$ cat src/rtl/wb_buffer_pkg.sv
// Shared definitions for the write-back buffer: address-split helpers and the
// default-geometry entry record.
package wb_buffer_pkg;

  localparam int DEF_DATA_WIDTH    = 32;
  localparam int DEF_ADDRESS_WIDTH = 32;
  localparam int DEF_BLOCK_SIZE    = 32;

  function automatic int offset_width(input int block_size);
    return $clog2(block_size);
  endfunction

  function automatic int tag_width(input int address_width, input int block_size);
    return address_width - $clog2(block_size);
  endfunction

  localparam int DEF_OFFSET_WIDTH = offset_width(DEF_BLOCK_SIZE);
  localparam int DEF_TAG_WIDTH    = tag_width(DEF_ADDRESS_WIDTH, DEF_BLOCK_SIZE);

  typedef struct packed {
    logic                      valid;
    logic [DEF_TAG_WIDTH-1:0]  tag;
    logic [DEF_DATA_WIDTH-1:0] data;
  } wb_entry_t;

endpackage

$ cat src/rtl/wb_buffer_match.sv
// DEPTH-way tag compare with youngest-first priority, searching from tail-1
// backwards; only valid entries take part, so the search is correct across wrap.
module wb_buffer_match #(
  parameter int DEPTH     = 4,
  parameter int TAG_WIDTH = 27,
  localparam int PTR_WIDTH = $clog2(DEPTH)
) (
  input  logic [DEPTH-1:0]     valid,
  input  logic [TAG_WIDTH-1:0] tags [DEPTH],
  input  logic [PTR_WIDTH-1:0] tail,
  input  logic [TAG_WIDTH-1:0] tag,
  output logic                 hit,
  output logic [PTR_WIDTH-1:0] index
);

  logic [PTR_WIDTH-1:0] probe;

  always_comb begin
    hit   = 1'b0;
    index = '0;
    probe = '0;
    for (int k = 0; k < DEPTH; k++) begin
      probe = tail - PTR_WIDTH'(k + 1);
      if (!hit && valid[probe] && (tags[probe] == tag)) begin
        hit   = 1'b1;
        index = probe;
      end
    end
  end

endmodule

$ cat src/rtl/write_back_buffer.sv
// Posted-write FIFO between the cache write-back stage and main memory, with
// same-block coalescing and a youngest-wins read-forwarding lookup.
module write_back_buffer
  import wb_buffer_pkg::*;
#(
  parameter int DEPTH         = 4,
  parameter int DATA_WIDTH    = DEF_DATA_WIDTH,
  parameter int ADDRESS_WIDTH = DEF_ADDRESS_WIDTH,
  parameter int BLOCK_SIZE    = DEF_BLOCK_SIZE
) (
  input  logic                     clk,
  input  logic                     reset,
  input  logic                     wb_ready_to_send,
  input  logic [ADDRESS_WIDTH-1:0] wb_address,
  input  logic [DATA_WIDTH-1:0]    wb_data,
  output logic                     wb_ack,
  output logic                     mem_wr_valid,
  output logic [ADDRESS_WIDTH-1:0] mem_wr_address,
  output logic [DATA_WIDTH-1:0]    mem_wr_data,
  input  logic                     mem_wr_ready,
  input  logic [ADDRESS_WIDTH-1:0] lookup_address,
  output logic                     lookup_hit,
  output logic [DATA_WIDTH-1:0]    lookup_data,
  output logic                     full,
  output logic                     empty,
  output logic [$clog2(DEPTH):0]   count
);

  localparam int OFFSET_WIDTH = offset_width(BLOCK_SIZE);
  localparam int TAG_WIDTH    = tag_width(ADDRESS_WIDTH, BLOCK_SIZE);
  localparam int PTR_WIDTH    = $clog2(DEPTH);
  localparam int COUNT_WIDTH  = PTR_WIDTH + 1;

  typedef struct packed {
    logic                  valid;
    logic [TAG_WIDTH-1:0]  tag;
    logic [DATA_WIDTH-1:0] data;
  } entry_t;

  entry_t               entries [DEPTH];
  logic [DEPTH-1:0]     entry_valid;
  logic [TAG_WIDTH-1:0] entry_tags [DEPTH];
  logic [PTR_WIDTH-1:0] head;
  logic [PTR_WIDTH-1:0] tail;

  logic [TAG_WIDTH-1:0] wb_tag;
  logic [TAG_WIDTH-1:0] lookup_tag;
  logic                 unused_offsets;

  logic                 coalesce_hit;
  logic [PTR_WIDTH-1:0] coalesce_index;
  logic                 snoop_hit;
  logic [PTR_WIDTH-1:0] snoop_index;

  logic accept_req;
  logic do_coalesce;
  logic do_push;
  logic do_pop;

  // Offset bits only select a byte inside the block; matching is per block.
  assign wb_tag         = wb_address[ADDRESS_WIDTH-1:OFFSET_WIDTH];
  assign lookup_tag     = lookup_address[ADDRESS_WIDTH-1:OFFSET_WIDTH];
  assign unused_offsets = ^{wb_address[OFFSET_WIDTH-1:0], lookup_address[OFFSET_WIDTH-1:0]};

  for (genvar i = 0; i < DEPTH; i++) begin : g_view
    assign entry_valid[i] = entries[i].valid;
    assign entry_tags[i]  = entries[i].tag;
  end

  wb_buffer_match #(.DEPTH(DEPTH), .TAG_WIDTH(TAG_WIDTH)) u_coalesce_match (
    .valid (entry_valid),
    .tags  (entry_tags),
    .tail  (tail),
    .tag   (wb_tag),
    .hit   (coalesce_hit),
    .index (coalesce_index)
  );

  wb_buffer_match #(.DEPTH(DEPTH), .TAG_WIDTH(TAG_WIDTH)) u_lookup_match (
    .valid (entry_valid),
    .tags  (entry_tags),
    .tail  (tail),
    .tag   (lookup_tag),
    .hit   (snoop_hit),
    .index (snoop_index)
  );

  assign full         = (count == COUNT_WIDTH'(DEPTH));
  assign empty        = (count == '0);
  assign mem_wr_valid = !empty;

  // The head is always on the memory port while non-empty, so it is never
  // a coalesce target; a same-block write then gets a fresh entry instead.
  assign accept_req  = wb_ready_to_send && !wb_ack;
  assign do_coalesce = accept_req && coalesce_hit && (coalesce_index != head);
  assign do_push     = accept_req && !do_coalesce && !full;
  assign do_pop      = mem_wr_valid && mem_wr_ready;

  assign mem_wr_address = {entries[head].tag, {OFFSET_WIDTH{1'b0}}};
  assign mem_wr_data    = entries[head].data;
  assign lookup_hit     = snoop_hit;
  assign lookup_data    = snoop_hit ? entries[snoop_index].data : '0;

  always_ff @(posedge clk) begin
    if (reset) begin
      head   <= '0;
      tail   <= '0;
      count  <= '0;
      wb_ack <= 1'b0;
      for (int i = 0; i < DEPTH; i++) begin
        entries[i].valid <= 1'b0;
      end
    end else begin
      wb_ack <= do_push || do_coalesce;
      count  <= count + COUNT_WIDTH'(do_push) - COUNT_WIDTH'(do_pop);
      if (do_pop) begin
        entries[head].valid <= 1'b0;
        head                <= head + PTR_WIDTH'(1);
      end
      if (do_push) begin
        entries[tail] <= '{valid: 1'b1, tag: wb_tag, data: wb_data};
        tail          <= tail + PTR_WIDTH'(1);
      end
      if (do_coalesce) begin
        entries[coalesce_index].data <= wb_data;
      end
    end
  end

endmodule

$ cat config.mk
export PLATFORM = sky130hd
export DESIGN_NAME = write_back_buffer
export DESIGN_NICKNAME = d
export VERILOG_FILES = /design/src/rtl/wb_buffer_pkg.sv /design/src/rtl/wb_buffer_match.sv /design/src/rtl/write_back_buffer.sv
export SDC_FILE = /design/constraint.sdc
export NUM_CORES = 1
export LEC_CHECK = 0
export ABC_CLOCK_PERIOD_IN_PS = 13400
export CAP_MARGIN = 20
export CORE_UTILIZATION = 58
export DETAILED_ROUTE_END_ITERATION = 12
export PLACE_DENSITY = 0.83
export SLEW_MARGIN = 30
export SYNTH_ARGS = -nofsm -noshare
export SYNTH_HDL_FRONTEND = slang
export SYNTH_SLANG_ARGS = --single-unit
$ cat constraint.sdc
create_clock -name clk -period 13.4 [get_ports clk]
set_input_delay 2.68 -clock clk [delete_from_list [all_inputs] [get_ports clk]]
set_output_delay 2.68 -clock clk [all_outputs]
set_load 0.02 [all_outputs]
---- After elaboration in Yosys (flattened, before gate mapping) ----
Memory sizes are Yosys's and may differ from the RTL's. A register that Yosys moved wholly into a read port is not among the register bits.
Cells that the tools add are included.
cells by class
  mux-type cells .......................... 59
  divide/modulo/power cells ............... 0
  magnitude comparators ................... 8
  bitwise gates (word level) .............. 4
  reduce and logical (&&, ||, !) cells .... 35
  shift-type cells ........................ 0
  $add $sub $neg .......................... 7
  multipliers ............................. 0
  equality and inequality tests ........... 10
operators with widths
  operator                                                              number
  27-bit binary-select mux with 2-bit select                            4
  27-bit equality test                                                  8
  27-bit two-way mux                                                    8
  60-bit two-way mux                                                    3
  60-bit OR reduction                                                   3
  32-bit two-way mux                                                    1
  2-bit two-way mux                                                     15
  1-bit two-way mux                                                     23
  1-bit logical AND                                                     20
  3-bit greater-or-equal comparator, second input constant              4
  2-bit by 3-bit < comparator with 1-bit output, second input constant  4
  2-bit inverter with 3-bit output                                      4
  1-bit zero test                                                       10
  1-bit binary-select mux with 2-bit select                             4
  2-bit by 1-bit adder with 2-bit output, second input constant         2
  2-bit subtractor, second input constant                               2
  3-bit by 1-bit adder with 3-bit output                                1
  3-bit equality test, second input constant                            1
  3-bit zero test                                                       1
  3-bit two-way mux                                                     1
  3-bit by 1-bit subtractor with 3-bit output                           1
  2-bit != test                                                         1
  2-bit by 1-bit subtractor with 2-bit output, second input constant    1
  1-bit logical OR                                                      1
word-level totals
  logic and storage cells ................. 128
  latch bits .............................. 0
  bits in writable memories ............... 240
  bits in read-only memories .............. 0
  output and inout bits ................... 104
  bits of input ports ..................... 100
  register bits after elaboration ......... 8
  memories kept ........................... 1
memory list
  memory   words  width  read ports  clocked after Yosys merged registers in  wr ports  line                     RTL
  entries  4      60     6           1                                        4         write_back_buffer.sv:40  entry_t entries [DEPTH];

---- Logic depth before layout (Yosys ltp) ----
  word-level depth ........................ 31
  mapped depth ............................ 23

---- Hierarchy ----
From an unflattened synthesis, not the netlist that was laid out.
unflattened totals
  cell total of the unflattened synthesis .. 1486
  area, all modules ....................... 18844.3 um^2
by module, submodules not included
  module             area an instance (um^2)  cells an instance  sequential area each (um^2)  times used
  write_back_buffer  10271.1                  472                7407.1                       1
  wb_buffer_match    4286.6                   507                0.0                          2

---- Worst setup path after synthesis ----
Ideal clock, no wire load.
  path type ............................... input -> register
  start point ............................. input wb_address[6]
  end point ............................... memory entries[2][59] (netlist name), data pin
  data arrival time ....................... 7.928 ns
  required time ........................... 12.681 ns
  stages on the path ...................... 11
  setup slack ............................. 4.753 ns
  path buffers ............................ 1
  library setup time ...................... 0.719 ns
  cell sequence ........................... buf_1 > o21ai_0 > or4_4 > a2111oi_4 > and3_1 > o31ai_1 > a2111oi_4 > xnor2_1 > o211ai_2 > nand2_4 > nor4_1
RTL lines
  item                line                     RTL
  start: declaration  write_back_buffer.sv:14  input logic [ADDRESS_WIDTH-1:0] wb_address,
  end: declaration    write_back_buffer.sv:40

---- Final worst setup path ----
  start point ............................. input lookup_address[30]
  end point ............................... output lookup_data[23]
on the way
  word-level cells in the longest chain between the ends .. 17
RTL lines
  item                            line                      RTL
  start: declaration              write_back_buffer.sv:21   input logic [ADDRESS_WIDTH-1:0] lookup_address,
  27-bit equality test            wb_buffer_match.sv:24     if (!hit && valid[probe] && (tags[probe] == tag)) begin
  1-bit logical AND               wb_buffer_match.sv:24
  1-bit two-way mux               wb_buffer_match.sv:24
  1-bit zero test                 wb_buffer_match.sv:24
  1-bit logical AND (2 in a row)  wb_buffer_match.sv:24
  1-bit two-way mux               wb_buffer_match.sv:24
  1-bit zero test                 wb_buffer_match.sv:24
  1-bit logical AND (2 in a row)  wb_buffer_match.sv:24
  1-bit two-way mux               wb_buffer_match.sv:24
  1-bit zero test                 wb_buffer_match.sv:24
  1-bit logical AND (2 in a row)  wb_buffer_match.sv:24
  2-bit two-way mux               wb_buffer_match.sv:24
  memory 4 x 60 bit               n/a
  32-bit two-way mux *            write_back_buffer.sv:102  assign lookup_data = snoop_hit ? entries[snoop_index].data : '0;
  end: declaration                write_back_buffer.sv:23   output logic [DATA_WIDTH-1:0] lookup_data,
Every way passes the cells marked *; elsewhere a longest branch is shown, timed or not.

==> impl_metrics.tcl <==
set metrics [dict create \
    status "finished clean" \
    coreArea_mm2 0.02870 \
    synth_enable_flop_cells 240 \
    final_cells 1713 \
    grt_pass1_vias 11804 \
    setup_ws_ns 3.336 \
    ioPinCount 204 \
    critical-path-top-delay-family "buffers and inverters" \
    io_buffers 188 \
    synth_top_family_by_area "multiplexers" \
    hold_class "flop to flop" \
    dp_hpwl_mm 37.65 \
    synth-seq-cells 250 \
    critPathMaxStageDelay_ns 0.59 \
    max_cap_violations 0 \
    drc 0 \
    drt_iter0_drc 1456 \
    final-hold-violation-count 0 \
    fmax_mhz 99.37 \
    htree_num_levels 1 \
    antenna_left 0 \
    yosysSeqAreaShare_pct 43.69 \
    path_clk_slew_ns 0.06 \
    hold_ws_ns 0.6150 \
    fp.dieW_um 173.0 \
    path_class "input port to primary output" \
    r2r_cells 19 \
    end_kind "primary output" \
    grt-ovfl-total 0 \
    cp.arrival_ns 7.38 \
    cts_tree "yes" \
    clock_sinks 250 \
    cts_resized 0 \
    vias_per_cell 7.013 \
    path_cells "clkdlybuf4s50_1, xnor2_1, nand4_1, nor4_1, nand4_1, nand4_1, o21ai_0, o21bai_4, buf_4, mux4_2, and2_1, clkdlybuf4s50_1" \
    setup_viol 0 \
    path_depth 12 \
    crit_top_cell "nand4_1" \
    placed_cells 1663 \
    worst-path-max-fanout 32 \
    synthSimpleGateAreaFrac_pct 8.133 \
    ctsHoldBuffers 0 \
    r2r_slack_ns 6.83 \
    synth_compound_area_share_pct 4.708 \
    finalWirelength_mm 52.23 \
    grt_max_degree 148 \
    timing.rr.start "tail[0]$_SDFFE_PP0P_" \
    synthMuxAreaShare_pct 29.34 \
    synth_cell_types 69 \
    cp_slowest_cell "mux4_2" \
    dp_slack_ns 3.496 \
    insertion_delay_ns 0.57 \
    path_buf_inv 3 \
    netlist_instances 1170 \
    cts_made_buffers 27 \
    relSlewSlack_pct 31.74 \
    ctsRootBufferMaster "clkbuf_16" \
    grt_pass1_wl_mm 77.97 \
    gp_congestion 1.043 \
    setup_tns_ns 0 \
    fin_crit_ns 10.06 \
    critPathRequiredTime_ns 10.72 \
    async_flop_share_pct 0 \
    rsz0062_at_grt "no" \
    hold_end "count[2]$_SDFF_PP0_" \
    antenna_found_initial 0 \
    synth-main-ff-cell "edfxtp_1" \
    final_layout_size_suffix_gt1_share_pct 21.31 \
    wl_per_cell_um 30.49 \
    powerDensity_mw_per_mm2 150.3 \
    post_cts_buffers 0 \
    die_area_mm2 0.02992 \
    ys_warn_count 0 \
    synth_xor_xnor_area_share_pct 10.28 \
    vias 12013 \
    synth.cell_area_mm2 0.01695 \
    vdd_drop_max_uv 121.0 \
    final_max_slew_viol_count 0 \
    die-height_um 173.0 \
    clock-skew-final_ns 0.03211 \
    fillerInstances 1911 \
    min-delay-start "count[1]$_SDFF_PP0_" \
    nNetsFinal 1411 \
    hold_depth 2 \
    clk_path_buf_depth 3 \
    start_util_pct 59.07 \
    leakagePower_nw 6.077 \
    syn_area_per_cell_um2 14.49 \
    r2r-end "count[2]$_SDFF_PP0_" \
    syn2layout_area_growth_pct 17.59 \
    synth_fa_ha_area_share_pct 0.2657 \
    startpoint_type "input port" \
    rows 62 \
    period_share_pct 75.10 \
    finalPower_w 0.002996 \
    tightest_slew_ns 0.9954 \
    drt_first_pass_iters 5 \
    track_usage_pct 35.26 \
]
power by group:
part           internal, W  leakage (nW)  switching [W]
registers         0.000913          2.26      0.0000769
logic             0.000577          3.36       0.000642
clock network     0.000468         0.456       0.000319
cells in the final DEF, fill, tap and decap left out, types with 24 or more instances in the layout:
cell type	n
nand2_1	33
xor2_1	34
nor2_1	24
clkbuf_16	27
and2_1	37
mux4_2	187
edfxtp_1	240
mux2i_1	60
nand4_1	58
xnor2_1	165
clkdlybuf4s50_1	188
flip-flops by register name, summed over array words and instances, names as in the netlist, named ones only:
register,flops
head,2
count,3
tail,2
wb_ack,1
entries,240
tightest hold or removal path: cells and delay by family, from the launching register on:
family | cells | cell delay, ns
XOR/XNOR | 1 | 0.17
flip-flops | 1 | 0.36
AND/OR/NAND/NOR | 1 | 0.04
per-stage QoR:
step | utilization, % | cell area (um^2)
6_report | 69.46 | 19940
5_1_grt | 69.45 | 19930
4_1_cts | 69.45 | 19930
3_5_place_dp | 66.20 | 19000
3_3_place_gp | 66.20 | 19000
2_1_floorplan | - | 16970
final cells by class:
class                           count  area [um^2]  area share, %
Timing Repair Buffer              205         2022          10.14
Sequential cell                   250         7420          37.22
Clock buffer                       30        686.9          3.446
Tap cell                          384        480.5          2.410
Antenna cell                        1        2.502        0.01255
Inverter                           18        67.56         0.3389
Multi-Input combinational cell    806         9011          45.20
Clock inverter                     19        245.2          1.230
per-layer routing:
| layer | track usage (%) | up-vias | share of wire (%) |
|---|---|---|---|
| li1 | - | 5012 | - |
| met4 | 9.956 | 0 | 2.9 |
| met1 | 50.63 | 6189 | 40 |
| met2 | 54.92 | 714 | 47 |
| met3 | 7.410 | 98 | 10 |
| met5 | 0 | - | 0 |
how the worst max path moves through the flow:
| stage | start | to | slack (ns) |
|---|---|---|---|
| 6_report | lookup_address[30] | lookup_data[23] | 3.34 |
| 5_1_grt | lookup_address[25] | lookup_data[21] | 3.23 |
| 4_1_cts | lookup_address[30] | lookup_data[18] | 3.47 |
| 3_5_place_dp | lookup_address[30] | lookup_data[27] | 3.50 |
| 3_3_place_gp | lookup_address[30] | lookup_data[8] | 3.42 |
| 2_1_floorplan | wb_address[6] | entries[2][59]$_SDFFCE_PP1P_ | 4.75 |
Yosys cell counts (5+ instances only):
cell       instances  area [um^2]
mux2_2            11        123.9
a22oi_1            7        52.55
o22ai_1            7        43.79
buf_6              9        101.4
or3_1              7        43.79
buf_4             19        142.6
inv_1             17        63.81
a31oi_1            5        31.28
mux4_2           187         4212
nor2b_1            7        43.79
edfxtp_1         240         7207
a2bb2oi_1          5        43.79
and2_1            37        231.5
nor3b_1            5        37.54
nor2_1            24        90.09
xor2_1            34        297.8
nor3_1            12        60.06
a21oi_1            9        45.04
clkbuf_1          47        176.4
nand3_1            8        40.04
nand4_1           58        362.9
nand2b_1          12        75.07
dfxtp_1           10        200.2
nor4_1            19        118.9
nand2_1           33        123.9
o21ai_0            7        35.03
buf_1              8        30.03
o31ai_1            6        45.04
buf_2             17        85.08
mux2i_1           61        610.6
o2111ai_1          7        61.31
xnor2_1          165         1445
kinds of logic (layout without fill, tap and decap cells):
logic type	count (synthesis)	after routing
AOI/OAI and AO/OA	98	98
xor gates and xnor gates	199	199
adders and majority gates	3	3
buffers and inverters	118	272
DFF	250	250
muxes	261	261
other	1	6
and+or+nand+nor	240	240
Note: power is estimated with default switching activity, not from simulation.
